===== config.mk =====
export PLATFORM = sky130hd
export DESIGN_NAME = exc_ctrl
export DESIGN_NICKNAME = d
export VERILOG_FILES = /design/src/rtl/csr_defs.sv /design/src/rtl/exc_ctrl_stable_timer.sv /design/src/rtl/exc_ctrl.sv
export SDC_FILE = /design/constraint.sdc
export NUM_CORES = 1
export LEC_CHECK = 0
export CORE_ASPECT_RATIO = 1.4
export CORE_MARGIN = 4
export CORE_UTILIZATION = 50
export DETAILED_ROUTE_END_ITERATION = 8
export PLACE_DENSITY = 0.73
export SETUP_SLACK_MARGIN = 0.5
export SYNTH_ARGS = -nofsm -noshare
export SYNTH_HDL_FRONTEND = slang
export SYNTH_SLANG_ARGS = --single-unit

===== constraint.sdc =====
create_clock -name clk -period 3.9 [get_ports clk]
set_input_delay 0.975 -clock clk [delete_from_list [all_inputs] [get_ports clk]]
set_output_delay 0.975 -clock clk [all_outputs]
set_load 0.01 [all_outputs]

===== src/rtl/csr_defs.sv =====
// Shared CSR numbers, field positions, write masks and exception codes
// for the LoongArch exception/CSR controller.
package csr_defs;

    localparam logic [13:0] CSR_CRMD   = 14'h000;
    localparam logic [13:0] CSR_PRMD   = 14'h001;
    localparam logic [13:0] CSR_ECFG   = 14'h004;
    localparam logic [13:0] CSR_ESTAT  = 14'h005;
    localparam logic [13:0] CSR_ERA    = 14'h006;
    localparam logic [13:0] CSR_EENTRY = 14'h00C;
    localparam logic [13:0] CSR_SAVE0  = 14'h030;
    localparam logic [13:0] CSR_SAVE1  = 14'h031;
    localparam logic [13:0] CSR_SAVE2  = 14'h032;
    localparam logic [13:0] CSR_SAVE3  = 14'h033;
    localparam logic [13:0] CSR_TCFG   = 14'h041;
    localparam logic [13:0] CSR_TVAL   = 14'h042;
    localparam logic [13:0] CSR_TICLR  = 14'h044;

    localparam int CRMD_IE        = 2;
    localparam int TCFG_EN        = 0;
    localparam int TCFG_PERIODIC  = 1;
    localparam int ESTAT_IS_TI    = 11;
    localparam int ESTAT_ECODE_LO = 16;
    localparam int ESTAT_ESUB_LO  = 22;

    localparam logic [31:0] CRMD_WMASK   = 32'h0000_000F;
    localparam logic [31:0] PRMD_WMASK   = 32'h0000_0007;
    localparam logic [31:0] ECFG_WMASK   = 32'h0000_1BFF;
    localparam logic [31:0] ESTAT_WMASK  = 32'h0000_0003;
    localparam logic [31:0] EENTRY_WMASK = 32'hFFFF_FFC0;
    localparam logic [31:0] FULL_WMASK   = 32'hFFFF_FFFF;

    localparam logic [5:0] ECODE_INT = 6'h00;
    localparam logic [5:0] ECODE_ADE = 6'h08;
    localparam logic [5:0] ECODE_ALE = 6'h09;
    localparam logic [5:0] ECODE_SYS = 6'h0B;

    localparam logic [0:0] ST_IDLE  = 1'b0;
    localparam logic [0:0] ST_FLUSH = 1'b1;

    // Masked CSR write limited to the register's writable fields.
    function automatic logic [31:0] csr_merge(
        input logic [31:0] old,
        input logic [31:0] wmask,
        input logic [31:0] wvalue,
        input logic [31:0] fmask
    );
        logic [31:0] m;
        m = wmask & fmask;
        return (old & ~m) | (wvalue & m);
    endfunction

endpackage


===== src/rtl/exc_ctrl_stable_timer.sv =====
// Stable timer: holds TCFG and TVAL, emits a one-cycle expiry pulse.
// Ports: i_we/i_wmask/i_wvalue TCFG write; o_tcfg/o_tval read data; o_expire.
module stable_timer #(
    parameter int TIMER_W = 32
) (
    input  logic        clk,
    input  logic        resetn,
    input  logic        i_we,
    input  logic [31:0] i_wmask,
    input  logic [31:0] i_wvalue,
    output logic [31:0] o_tcfg,
    output logic [31:0] o_tval,
    output logic        o_expire
);
    import csr_defs::*;

    logic                 r_en;
    logic                 r_per;
    logic [TIMER_W-3:0]   r_init;
    logic [TIMER_W-1:0]   r_tval;
    logic [31:0]          w_old;
    logic [31:0]          w_new;

    assign w_old  = 32'({r_init, r_per, r_en});
    assign w_new  = csr_merge(w_old, i_wmask, i_wvalue, FULL_WMASK);
    assign o_tcfg = w_old;
    assign o_tval = 32'(r_tval);

    // A TCFG write in the same cycle as the 1->0 step wins over expiry.
    assign o_expire = ~i_we & r_en & (r_tval == TIMER_W'(1));

    always_ff @(posedge clk or negedge resetn) begin
        if (!resetn) begin
            r_en   <= 1'b0;
            r_per  <= 1'b0;
            r_init <= '0;
            r_tval <= '1;
        end else if (i_we) begin
            r_en   <= w_new[TCFG_EN];
            r_per  <= w_new[TCFG_PERIODIC];
            r_init <= w_new[TIMER_W-1:2];
            r_tval <= {w_new[TIMER_W-1:2], 2'b00};
        end else if (r_en) begin
            if (r_tval != '0) begin
                r_tval <= r_tval - TIMER_W'(1);
            end else if (r_per) begin
                r_tval <= {r_init, 2'b00};
            end else begin
                // One-shot: park at all-ones and stop.
                r_tval <= '1;
                r_en   <= 1'b0;
            end
        end
    end

endmodule


===== src/rtl/exc_ctrl.sv =====
// Exception/CSR controller: privileged CSRs, exception entry / ERTN flush
// with PC redirect, stable timer and interrupt-pending flag for ID.
module exc_ctrl #(
    parameter int TIMER_W = 32
) (
    input  logic        clk,
    input  logic        resetn,
    input  logic        csr_re,
    input  logic [13:0] csr_num,
    output logic [31:0] csr_rvalue,
    input  logic        csr_we,
    input  logic [31:0] csr_wmask,
    input  logic [31:0] csr_wvalue,
    input  logic        wb_ex,
    input  logic        ertn_flush,
    input  logic [5:0]  wb_ecode,
    input  logic [8:0]  wb_esubcode,
    input  logic [31:0] wb_pc,
    input  logic [7:0]  hw_int,
    output logic        has_int,
    output logic        flush,
    output logic [31:0] redirect_pc
);
    import csr_defs::*;

    logic [0:0]  r_state;
    logic [31:0] r_crmd;
    logic [31:0] r_prmd;
    logic [31:0] r_ecfg;
    logic [1:0]  r_is_sw;
    logic [7:0]  r_is_hw;
    logic        r_is_ti;
    logic [5:0]  r_ecode;
    logic [8:0]  r_esub;
    logic [31:0] r_era;
    logic [31:0] r_eentry;
    logic [31:0] r_save [4];

    logic        w_idle;
    logic        w_exc;
    logic        w_ertn;
    logic        w_wr;
    logic        w_tcfg_we;
    logic        w_ticlr;
    logic        w_expire;
    logic [31:0] w_tcfg;
    logic [31:0] w_tval;
    logic [31:0] w_estat;
    logic [31:0] w_rdata;

    // Wrong-path events in FLUSH are dropped; exceptions/ERTN block writes.
    assign w_idle    = (r_state == ST_IDLE);
    assign w_exc     = w_idle & wb_ex;
    assign w_ertn    = w_idle & ertn_flush & ~wb_ex;
    assign w_wr      = w_idle & csr_we & ~wb_ex & ~ertn_flush;
    assign w_tcfg_we = w_wr & (csr_num == CSR_TCFG);
    assign w_ticlr   = w_wr & (csr_num == CSR_TICLR)
                     & csr_wmask[0] & csr_wvalue[0];

    assign flush       = w_exc | w_ertn;
    assign redirect_pc = wb_ex ? r_eentry : r_era;

    assign w_estat = {1'b0, r_esub, r_ecode, 4'b0000,
                      r_is_ti, 1'b0, r_is_hw, r_is_sw};

    assign has_int = r_crmd[CRMD_IE]
                   & (|(w_estat[12:0] & r_ecfg[12:0]));

    stable_timer #(
        .TIMER_W (TIMER_W)
    ) u_timer (
        .clk      (clk),
        .resetn   (resetn),
        .i_we     (w_tcfg_we),
        .i_wmask  (csr_wmask),
        .i_wvalue (csr_wvalue),
        .o_tcfg   (w_tcfg),
        .o_tval   (w_tval),
        .o_expire (w_expire)
    );

    always_ff @(posedge clk or negedge resetn) begin
        if (!resetn) begin
            r_state <= ST_IDLE;
        end else if (w_exc | w_ertn) begin
            r_state <= ST_FLUSH;
        end else begin
            r_state <= ST_IDLE;
        end
    end

    always_ff @(posedge clk or negedge resetn) begin
        if (!resetn) begin
            r_crmd <= 32'h0000_0008;
            r_prmd <= '0;
        end else if (w_exc) begin
            r_prmd[2:0] <= r_crmd[2:0];
            r_crmd[2:0] <= 3'b000;
        end else if (w_ertn) begin
            r_crmd[2:0] <= r_prmd[2:0];
        end else if (w_wr && csr_num == CSR_CRMD) begin
            r_crmd <= csr_merge(r_crmd, csr_wmask, csr_wvalue, CRMD_WMASK);
        end else if (w_wr && csr_num == CSR_PRMD) begin
            r_prmd <= csr_merge(r_prmd, csr_wmask, csr_wvalue, PRMD_WMASK);
        end
    end

    always_ff @(posedge clk or negedge resetn) begin
        if (!resetn) begin
            r_ecfg   <= '0;
            r_eentry <= '0;
        end else if (w_wr && csr_num == CSR_ECFG) begin
            r_ecfg <= csr_merge(r_ecfg, csr_wmask, csr_wvalue, ECFG_WMASK);
        end else if (w_wr && csr_num == CSR_EENTRY) begin
            r_eentry <= csr_merge(r_eentry, csr_wmask, csr_wvalue,
                                  EENTRY_WMASK);
        end
    end

    always_ff @(posedge clk or negedge resetn) begin
        if (!resetn) begin
            r_is_sw <= '0;
            r_is_hw <= '0;
            r_is_ti <= 1'b0;
            r_ecode <= '0;
            r_esub  <= '0;
            r_era   <= '0;
        end else begin
            r_is_hw <= hw_int;
            // Expiry beats a same-cycle TICLR clear.
            if (w_expire) begin
                r_is_ti <= 1'b1;
            end else if (w_ticlr) begin
                r_is_ti <= 1'b0;
            end
            if (w_exc) begin
                r_era   <= wb_pc;
                r_ecode <= wb_ecode;
                r_esub  <= wb_esubcode;
            end else if (w_wr && csr_num == CSR_ESTAT) begin
                r_is_sw <= csr_merge(32'(r_is_sw), csr_wmask, csr_wvalue,
                                     ESTAT_WMASK) >> 0 == 0 ? 2'b00 :
                           2'(csr_merge(32'(r_is_sw), csr_wmask,
                                        csr_wvalue, ESTAT_WMASK));
            end else if (w_wr && csr_num == CSR_ERA) begin
                r_era <= csr_merge(r_era, csr_wmask, csr_wvalue, FULL_WMASK);
            end
        end
    end

    always_ff @(posedge clk or negedge resetn) begin
        if (!resetn) begin
            for (int i = 0; i < 4; i++) begin
                r_save[i] <= '0;
            end
        end else if (w_wr && csr_num[13:2] == CSR_SAVE0[13:2]) begin
            r_save[csr_num[1:0]] <= csr_merge(r_save[csr_num[1:0]],
                                              csr_wmask, csr_wvalue,
                                              FULL_WMASK);
        end
    end

    always_comb begin
        w_rdata = 32'h0;
        case (csr_num)
            CSR_CRMD:   w_rdata = r_crmd;
            CSR_PRMD:   w_rdata = r_prmd;
            CSR_ECFG:   w_rdata = r_ecfg;
            CSR_ESTAT:  w_rdata = w_estat;
            CSR_ERA:    w_rdata = r_era;
            CSR_EENTRY: w_rdata = r_eentry;
            CSR_SAVE0:  w_rdata = r_save[0];
            CSR_SAVE1:  w_rdata = r_save[1];
            CSR_SAVE2:  w_rdata = r_save[2];
            CSR_SAVE3:  w_rdata = r_save[3];
            CSR_TCFG:   w_rdata = w_tcfg;
            CSR_TVAL:   w_rdata = w_tval;
            default:    w_rdata = 32'h0;
        endcase
    end

    assign csr_rvalue = csr_re ? w_rdata : 32'h0;

endmodule


==> results.toml <==
[pwr]
clockPowerShare = 0.418
seqPwrFrac = 0.463
p_comb_frac = 0.120
netSwitchingPower_uw = 1829
swShare = 0.2555
internal_power_uw = 5331
ir_worst_vdd_mv = 0.2934
powerDensity_nw_per_um2 = 335.2
p_leak_uw = 0.009164

[grt]
grt_pass1_wl_mm = 86.88
antenna_found_initial = 3
grt.total_usage = 0.3133
grt_max_degree = 86
grt_pass1_vias = 15540
grt.overflow.total = 0

[setup_path]
rr_startpoint = "u_timer.o_tval[10]"
path_class = "in -> out"
startpoint = "csr_num[8]"
crit_arrival_ns = 2.92
cp_max_fo = 8
worstPathRequired_ns = 2.92
worstSetupStartpointType = "input port"
end_kind = "primary output"
r2r_setup_slack_ns = 1.09
worstRegToRegCells = 5

[synthesis]
syn_inst = 1660
ys.warnings.count = 0
yosysTopAreaCell = "dfrtp_1"
syn_area_per_cell_sq_um = 9.601
yosysTopAreaCellShare = 0.4129
async_reset_ff_frac = 1.000
ys_ff_latch = 296
synth_flop_cell = "dfrtp_1"
yosysMostFrequentCell = "dfrtp_1"
yosys-top-cells-count = "dfrtp_1, nand2_1, nor2_1"
synthesis.nets = 1801
ys_types = 62
seq_area_frac_synth = 0.4673
synth_area_leaders = "dfrtp_1, mux2_2, dfstp_2"
netlist_area_sq_um = 15940
synth_edf_count = 0

[sta]
fin_setup_tns_ns = 0
finalSetupViolCount = 0
hold_viol = 0
final.period_utilization = 0.9990
fmax_mhz = 256.7
rsz0062_at_grt = "yes"
layout_min_cycle_time_ns = 3.896
finClkSkew_ns = 0.009764
max-slew-margin-rel = 0.3082
tightest_slew_ns = 1.028
slew_violations = 0

[clocking]
tritoncts = "built"
clk_pin_slew_ns = 0.06
cts-root-buf = "clkbuf_16"
numClockSinks = 296
htreeDepth = 1
cts_buffer_depth = 3
holdBufCountCts = 0
cts_buffers = 29
clock_insertion_delay_worst_skew_ns = 0.57

[floorplanning]
start_util = 0.5059
rows = 77
ioPinCount = 205
die_area_sq_um = 34840
core_sq_um = 31500
die_w_um = 158.9
fp.dieH_um = 219.2

[finish]
layout.cells.non_filler = 2351
fillers = 2357
final_area_sq_um = 21360
layout-drive-gt1-share = 0.2729
nNetsFinal = 2072
area_growth_pct = 34.02

[placed_design]
post-place-cells = 2239
numPortBuffers = 204
dpl_cell_area_sq_um = 19550
dp_hpwl_mm = 37.85
place_congestion = 0.9183

[route]
postRouteAntennaNets = 0
viasPerCell = 6.435
drt_wl_total_mm = 56.02
via_count = 15129
wl_per_cell_um = 23.83
post-route-drc-count = 0
dr.first_iter.drc_count = 1686
dr.pass1.iters = 8

[job]
drv_cap = 0

[outcome]
outcome = "complete, no violations"

[min_path]
hold_class = "in -> async"
-- per-layer routing --
layer / GRT usage / routed length (um)
met1: 0.3980 / 21250
met2: 0.5202 / 26880
met3: 0.05110 / 4588
met4: 0.1658 / 3307
met5: 0 / 0
-- area by class of cell --
type,count,area [sq um],share of cell area
flip-flops and latches,296,7448,0.3487
inverters,7,26.28,0.001230
clock inverters,14,182.7,0.008552
repair buffers,372,3913,0.1832
diodes,3,7.507,0.0003515
clock buffers,39,813.3,0.03807
multi-input cells,1225,8476,0.3968
well taps,395,494.2,0.02314
-- metrics by stage --
step | util | worst slack (ns) | hold slack [ns] | power (uW)
floorplan | - | 0.4418 | 0.4453 | 3684
global placement | 0.6205 | -0.7148 | 0.4578 | 4179
detailed placement | 0.6205 | -0.7684 | 0.4628 | 4199
CTS | 0.6751 | 0.01629 | 0.4411 | 7165
global route | 0.6780 | -0.05133 | 0.4597 | 7386
finish | 0.6780 | 0.003804 | 0.4032 | 7160
-- critical path, stage by stage --
cell	delay [ns]
buf_6	0.09
nor4_4	0.31
buf_4	0.17
buf_6	0.09
nor4bb_4	0.24
buf_4	0.18
buf_12	0.10
buf_12	0.13
buf_8	0.14
a222oi_1	0.09
a21oi_2	0.21
buf_2	0.17
-- layout by cell type (no fill, tap or decap), types with 12 or more instances in the layout --
| master | instances |
|---|---|
| a21oi_1 | 157 |
| a222oi_1 | 28 |
| a22oi_1 | 18 |
| a22oi_2 | 15 |
| a31oi_1 | 13 |
| a31oi_2 | 20 |
| and3_1 | 28 |
| buf_12 | 42 |
| buf_2 | 35 |
| buf_4 | 101 |
| buf_6 | 23 |
| clkbuf_16 | 30 |
| clkdlybuf4s50_1 | 155 |
| dfrtp_1 | 263 |
| dfstp_2 | 33 |
| mux2_2 | 99 |
| mux2i_1 | 60 |
| mux4_2 | 32 |
| nand2_1 | 203 |
| nand2b_1 | 13 |
| nand3_1 | 29 |
| nand3b_1 | 12 |
| nor2_1 | 174 |
| nor3_1 | 13 |
| nor4_1 | 13 |
| o211ai_1 | 15 |
| o21ai_0 | 131 |
-- logic make-up after synthesis --
logic type / share of synthesized area
AND/OR/NAND/NOR: 0.1638
multiplexers: 0.1528
flip-flops: 0.4673
AO/OA/AOI/OAI: 0.1733
XOR/XNOR: 0.006045
buffers and inverters: 0.03517
adder cells (fa/ha/maj): 0.001570
-- how the worst max path moves through the flow --
| stage | endpoint |
|---|---|
| 2_1_floorplan | csr_rvalue[25] |
| 3_3_place_gp | csr_rvalue[1] |
| 3_5_place_dp | csr_rvalue[1] |
| 4_1_cts | csr_rvalue[21] |
| 5_1_grt | csr_rvalue[7] |
| 6_report | csr_rvalue[31] |
-- repair_timing --
action	CTS	global route
resized for setup	253	12
cloned	7	1
buffers inserted	46	2
pin swaps	57	27
setup endpoints to repair	33	32
-- power groups by stage --
stage               Clock (uW)  Sequential (uW)  Combinational, uW
floorplan                    0             3310                370
global placement             0             3360                822
detailed placement           0             3360                838
CTS                       3000             3310                854
global route              3140             3320                926
finish                    2990             3310                856
No activity file was read; power rests on OpenSTA's default activity.
